`src/rtl/conv2d_engine.sv`:
```
`timescale 1ns/1ps
// conv2d_engine: fixed-point 2-D convolution engine with internal activation
// and weight stores. A run walks every output pixel of every output channel.
// Each pixel is accumulated one product per cycle and then offered on a
// valid/ready port. The result is shifted, saturated and optionally ReLU'd.
module conv2d_engine #(
  parameter int DATA_W      = 16,
  parameter int FRAC_W      = 8,
  parameter int ACC_W       = 40,
  parameter int NUM_INPUTS  = 2,
  parameter int NUM_OUTPUTS = 2,
  parameter int INPUT_DIM   = 5,
  parameter int KERNEL_DIM  = 3,
  parameter int STRIDE      = 1,
  parameter int RELU        = 1
) (
  input  logic              clk,
  input  logic              rst_n,
  input  logic              wr_en,
  input  logic              wr_sel,
  input  logic [15:0]       wr_addr,
  input  logic [DATA_W-1:0] wr_data,
  input  logic              start,
  output logic              busy,
  output logic              done,
  output logic              out_valid,
  input  logic              out_ready,
  output logic [DATA_W-1:0] out_data,
  output logic [15:0]       out_ch,
  output logic [15:0]       out_y,
  output logic [15:0]       out_x
);

  localparam int OUTPUT_DIM = (INPUT_DIM - KERNEL_DIM) / STRIDE + 1;
  localparam int ACT_N      = NUM_INPUTS * INPUT_DIM * INPUT_DIM;
  localparam int WGT_N      = NUM_OUTPUTS * NUM_INPUTS * KERNEL_DIM * KERNEL_DIM;
  localparam int ACT_AW     = (ACT_N > 1) ? $clog2(ACT_N) : 1;
  localparam int WGT_AW     = (WGT_N > 1) ? $clog2(WGT_N) : 1;
  localparam int PROD_W     = 2 * DATA_W;

  // Loop limits as 16-bit constants to match the index counters.
  localparam logic [15:0] K_LAST  = 16'(KERNEL_DIM - 1);
  localparam logic [15:0] CI_LAST = 16'(NUM_INPUTS - 1);
  localparam logic [15:0] CO_LAST = 16'(NUM_OUTPUTS - 1);
  localparam logic [15:0] O_LAST  = 16'(OUTPUT_DIM - 1);

  // 32-bit factors for the linear address arithmetic.
  localparam logic [31:0] D_32  = 32'(INPUT_DIM);
  localparam logic [31:0] D2_32 = 32'(INPUT_DIM * INPUT_DIM);
  localparam logic [31:0] K_32  = 32'(KERNEL_DIM);
  localparam logic [31:0] S_32  = 32'(STRIDE);
  localparam logic [31:0] NI_32 = 32'(NUM_INPUTS);

  // Saturation bounds expressed at accumulator width.
  localparam logic signed [ACC_W-1:0] SAT_MAX = {{(ACC_W-DATA_W+1){1'b0}}, {(DATA_W-1){1'b1}}};
  localparam logic signed [ACC_W-1:0] SAT_MIN = {{(ACC_W-DATA_W+1){1'b1}}, {(DATA_W-1){1'b0}}};

  localparam logic [1:0] S_IDLE = 2'd0;
  localparam logic [1:0] S_MAC  = 2'd1;
  localparam logic [1:0] S_EMIT = 2'd2;
  localparam logic [1:0] S_DONE = 2'd3;

  logic [1:0]               r_state;
  logic [15:0]              r_co, r_oy, r_ox, r_ci, r_ky, r_kx;
  logic signed [ACC_W-1:0]  r_acc;
  logic [DATA_W-1:0]        r_out_data;
  logic [15:0]              r_out_ch, r_out_y, r_out_x;

  logic signed [DATA_W-1:0] r_act [ACT_N];
  logic signed [DATA_W-1:0] r_wgt [WGT_N];

  logic [ACT_AW-1:0]        w_act_idx;
  logic [WGT_AW-1:0]        w_wgt_idx;
  logic signed [PROD_W-1:0] w_prod;
  logic signed [ACC_W-1:0]  w_acc_next;
  logic signed [ACC_W-1:0]  w_shift;
  logic [DATA_W-1:0]        w_result;

  // Store write port: only accepted while idle and inside the store bounds.
  // NOTE: the stores carry no reset; their contents must survive rst_n and a
  // reset branch would also stop them mapping onto plain register files.
  always_ff @(posedge clk) begin
    if (wr_en && r_state == S_IDLE) begin
      if (!wr_sel && {16'd0, wr_addr} < 32'(ACT_N))
        r_act[ACT_AW'(wr_addr)] <= wr_data;
      else if (wr_sel && {16'd0, wr_addr} < 32'(WGT_N))
        r_wgt[WGT_AW'(wr_addr)] <= wr_data;
    end
  end

  // Operand fetch, multiply-accumulate and result formatting for the current tap.
  always_comb begin
    // NOTE: every variable gets a value before any conditional assignment,
    // so no path can leave one unassigned and infer a latch.
    w_result   = '0;
    w_act_idx  = ACT_AW'({16'd0, r_ci} * D2_32
                         + ({16'd0, r_oy} * S_32 + {16'd0, r_ky}) * D_32
                         + {16'd0, r_ox} * S_32 + {16'd0, r_kx});
    w_wgt_idx  = WGT_AW'((({16'd0, r_co} * NI_32 + {16'd0, r_ci}) * K_32
                          + {16'd0, r_ky}) * K_32 + {16'd0, r_kx});
    w_prod     = PROD_W'(r_act[w_act_idx]) * PROD_W'(r_wgt[w_wgt_idx]);
    w_acc_next = r_acc + ACC_W'(w_prod);
    w_shift    = w_acc_next >>> FRAC_W;
    if (w_shift > SAT_MAX)
      w_result = {1'b0, {(DATA_W-1){1'b1}}};
    else if (w_shift < SAT_MIN)
      w_result = {1'b1, {(DATA_W-1){1'b0}}};
    else
      w_result = w_shift[DATA_W-1:0];
    if (RELU != 0 && w_result[DATA_W-1])
      w_result = '0;
  end

  // Control FSM, loop counters, accumulator and the held output register.
  // NOTE: state is updated with non-blocking assignments so every register
  // samples pre-edge values, independent of statement order.
  always_ff @(posedge clk or negedge rst_n) begin
    if (!rst_n) begin
      r_state    <= S_IDLE;
      r_co       <= '0;
      r_oy       <= '0;
      r_ox       <= '0;
      r_ci       <= '0;
      r_ky       <= '0;
      r_kx       <= '0;
      r_acc      <= '0;
      r_out_data <= '0;
      r_out_ch   <= '0;
      r_out_y    <= '0;
      r_out_x    <= '0;
    end else begin
      case (r_state)
        S_IDLE: begin
          if (start) begin
            r_co    <= '0;
            r_oy    <= '0;
            r_ox    <= '0;
            r_ci    <= '0;
            r_ky    <= '0;
            r_kx    <= '0;
            r_acc   <= '0;
            r_state <= S_MAC;
          end
        end
        S_MAC: begin
          r_acc <= w_acc_next;
          if (r_kx != K_LAST) begin
            r_kx <= r_kx + 16'd1;
          end else begin
            r_kx <= '0;
            if (r_ky != K_LAST) begin
              r_ky <= r_ky + 16'd1;
            end else begin
              r_ky <= '0;
              if (r_ci != CI_LAST) begin
                r_ci <= r_ci + 16'd1;
              end else begin
                // Last tap of this pixel: capture the formatted result.
                r_ci       <= '0;
                r_out_data <= w_result;
                r_out_ch   <= r_co;
                r_out_y    <= r_oy;
                r_out_x    <= r_ox;
                r_state    <= S_EMIT;
              end
            end
          end
        end
        S_EMIT: begin
          if (out_ready) begin
            r_acc   <= '0;
            r_state <= S_MAC;
            if (r_ox != O_LAST) begin
              r_ox <= r_ox + 16'd1;
            end else begin
              r_ox <= '0;
              if (r_oy != O_LAST) begin
                r_oy <= r_oy + 16'd1;
              end else begin
                r_oy <= '0;
                if (r_co != CO_LAST) begin
                  r_co <= r_co + 16'd1;
                end else begin
                  r_co    <= '0;
                  r_state <= S_DONE;
                end
              end
            end
          end
        end
        S_DONE:  r_state <= S_IDLE;
        default: r_state <= S_IDLE;
      endcase
    end
  end

  assign busy      = (r_state == S_MAC) || (r_state == S_EMIT);
  assign done      = (r_state == S_DONE);
  assign out_valid = (r_state == S_EMIT);
  assign out_data  = r_out_data;
  assign out_ch    = r_out_ch;
  assign out_y     = r_out_y;
  assign out_x     = r_out_x;

endmodule

```
`config.mk`:
```
export PLATFORM = sky130hd
export DESIGN_NAME = conv2d_engine
export DESIGN_NICKNAME = d
export VERILOG_FILES = /design/src/rtl/conv2d_engine.sv
export SDC_FILE = /design/constraint.sdc
export NUM_CORES = 2
export LEC_CHECK = 0
export ABC_AREA = 0
export BUFFER_PORTS_ARGS = -buffer_cell sky130_fd_sc_hd__buf_4
export CORE_UTILIZATION = 55
export CTS_CLUSTER_DIAMETER = 100
export DETAILED_ROUTE_END_ITERATION = 10
export PLACE_DENSITY = 0.8
export SYNTH_ARGS = -nofsm -noshare
export SYNTH_HDL_FRONTEND = slang
export SYNTH_SLANG_ARGS = --single-unit
```
`constraint.sdc`:
```
create_clock -name clk -period 21.7 [get_ports clk]
set_input_delay 4.34 -clock clk [delete_from_list [all_inputs] [get_ports clk]]
set_output_delay 4.34 -clock clk [all_outputs]
set_load 0.01 [all_outputs]
```
==> out/qor.yml <==
worst_setup_path:
  reg2reg_depth: 41
  reg2reg_to: "out_data[13]"
  cp-start-kind: "flop"
  worstSetupEndpointType: "flop"
  crit_path_frequent_cell: "fa_1"
  required_ns: 22.31
  crit_slowest_cell: "mux4_2"
  critical_path.endpoint: "out_data[13]"
  cp-startpoint: "r_oy[1]"
  slowest_delay_ns: 0.69
  worstPathArrival_ns: 13.98
  timing.reg2reg.setup_slack_ns: 8.33
  cp_max_fo: 27
  reg2reg_from: "r_oy[1]"
  critical_path_class: "reg2reg"
sta:
  hold_slack_ns: 0.479
  tightestPinTransition_ns: 1.24
  setup_tns_ns: 0
  rsz0062_at_grt: "no"
  fmax_mhz: 74.8
  min_period_ns: 13.37
  finalCritPeriodShare: 0.616
  setup_viol: 0
  drv_slew: 0
  final-hold-violation-count: 0
  clock_skew_ns: 0.0540
  setup_ws_ns: 8.33
  slew_headroom: 0.168
status:
  status: "finished clean"
clock_network:
  cts_hold_buf: 0
  cts_setup_buffers: 0
  cts_root_buf: "clkbuf_16"
  path_clk_slew_ns: 0.06
  clock_sinks: 1577
  cts_resized: 0
  h-tree-depth: 4
  cts_tree: "yes"
  cts-buffers-inserted: 155
  clock_latency_ns: 0.80
  cts.path.max_buffers: 3
synthesis:
  yosysWarnings: 0
  ys_seq_elements: 1577
  synth_edf_count: 1376
  ys_types: 71
  synth_flop_cell: "edfxtp_1"
  seq_area_frac_synth: 0.617
  syn_nets: 5021
  syn-cell-area_sq_um: 75100
  synth_cells: 4457
  synth_area_per_cell_sq_um: 16.9
  async_flop_share: 0.127
floorplanning:
  die_w_um: 372
  die_area_sq_um: 138000
  rows: 135
  initial_core_util: 0.555
  die_h_um: 372
  io_pins: 105
  fp.coreArea_sq_um: 135000
final_layout:
  multiInputGateArea_sq_um: 26600
  nFillCells: 9216
  regArea_sq_um: 46300
  syn2layout_area_growth_pct: 11.1
  drive_above_1_share: 0.204
  fin_nets: 5231
detailed_routing:
  drt.antenna.violating_nets: 0
  drt-total-wl_mm: 189
  vias: 41643
  dr.pass1.iters: 7
  drc: 0
  viasPerCell: 6.34
  wl_per_cell_um: 28.8
  drt-initial-drc-count: 5432
placed_design:
  routabilityCongestion: 0.906
  hpwl_mm: 109
  place_ws_ns: 8.37
  port_buffers: 103
global_route:
  grt_util_all_layers: 0.281
  antenna_found_initial: 6
  grt_overflow: 0
  grt_pass1_wl_mm: 282
  first_global_vias: 42557
  grt_max_degree: 101
min_path:
  hp-class: "reg2reg"
run:
  drv_cap: 0
state kept, by name, summed over array words and instances (netlist names):
name,flops
r_act,800
out_x,16
r_co,16
r_wgt,576
out_data,15
out_ch,16
out_y,16
r_ox,16
r_acc,40
r_kx,16
r_state,2
r_ci,16
r_ky,16
r_oy,16
cell usage after synthesis (all sizes together) (6+ instances only):
cell type | instances | area [sq um]
or3 | 16 | 100
and2 | 22 | 138
nand3 | 56 | 280
xnor2 | 63 | 552
and3 | 21 | 131
a31oi | 6 | 43.8
nand2b | 10 | 62.6
o21a | 8 | 60.1
a211oi | 22 | 165
nand4 | 26 | 163
fa | 353 | 7070
nor2 | 326 | 1220
mux2i | 30 | 304
xor2 | 67 | 587
a21o | 27 | 203
mux2 | 67 | 754
nor4 | 26 | 169
o21ai | 89 | 445
buf | 61 | 315
clkbuf | 117 | 439
a22o | 7 | 61.3
nand2 | 257 | 965
nor3b | 11 | 93.8
edfxtp | 1376 | 41300
o21bai | 7 | 52.6
o31ai | 11 | 82.6
nor2b | 14 | 87.6
inv | 429 | 1610
mux4 | 427 | 9620
nor3 | 12 | 65.1
dfrtp | 201 | 5030
ha | 173 | 2160
a21oi | 64 | 320
final cells by class:
cell class | instances | share of cell area
Timing Repair Buffer | 231 | 0.0211
Multi-Input combinational cell | 2271 | 0.318
Clock buffer | 194 | 0.0494
Clock inverter | 86 | 0.0104
Antenna cell | 1 | 0.0000300
Sequential cell | 1577 | 0.555
Tap cell | 1781 | 0.0267
Inverter | 431 | 0.0194
cell families (layout without fill, tap and decap cells):
| group | count (synthesis) | count (layout) | share of synthesized area |
|---|---|---|---|
| AND/OR/NAND/NOR | 817 | 817 | 0.0484 |
| flip-flops | 1577 | 1577 | 0.617 |
| AO/OA/AOI/OAI | 271 | 271 | 0.0226 |
| buffers and inverters | 609 | 942 | 0.0316 |
| multiplexers | 524 | 524 | 0.142 |
| adder cells (fa/ha/maj) | 526 | 526 | 0.123 |
| other | 1 | 2 | 0.0000499 |
| XOR/XNOR | 132 | 132 | 0.0158 |
worst max-delay path: cells and delay by family (launching register included):
kind / cells / cell delay (ns)
adder cells (fa/ha/maj): 14 / 6.04
buffers and inverters: 10 / 1.91
XOR/XNOR: 3 / 0.74
AND/OR/NAND/NOR: 3 / 0.44
AO/OA/AOI/OAI: 9 / 2.17
multiplexers: 2 / 1.35
flip-flops: 1 / 0.46
layer usage:
metal  GRT usage  up-vias  share of wire
li1            -    16951              -
met1       0.385    21560           0.38
met2       0.450     2644           0.49
met3      0.0590      476          0.095
met4      0.0980       12          0.036
met5           0        -        0.00042
how the worst min path moves through the flow:
stage | from | end | slack [ns] | cells past startpoint
final | r_acc[1] | r_acc[1] | 0.48 | 2
after global routing | r_acc[0] | r_acc[0] | 0.51 | 2
after CTS | r_acc[0] | r_acc[0] | 0.48 | 2
after detailed placement | r_acc[0] | r_acc[0] | 0.47 | 2
after global placement | r_acc[0] | r_acc[0] | 0.46 | 2
after floorplan | r_acc[0] | r_acc[0] | 0.45 | 2
placed cells by master, fill, tap and decap left out, types with 158 or more instances in the layout:
| master | instances |
|---|---|
| edfxtp_1 | 1376 |
| inv_1 | 428 |
| mux4_2 | 427 |
| fa_1 | 351 |
| nor2_1 | 325 |
| nand2_1 | 257 |
| buf_4 | 228 |
| dfrtp_1 | 201 |
| ha_1 | 169 |
| clkbuf_16 | 158 |
stage by stage:
step,utilization,area [sq um],std cells
after global routing,0.617,83500,6571
final,0.617,83500,6572
after CTS,0.617,83500,6571
after detailed placement,0.580,78500,6291
after global placement,0.580,78500,6291
after floorplan,-,75100,4457
Power is left out: the tool's default activity adds up to more than one toggle a clock period on the data nets, which glitch-free logic cannot reach.
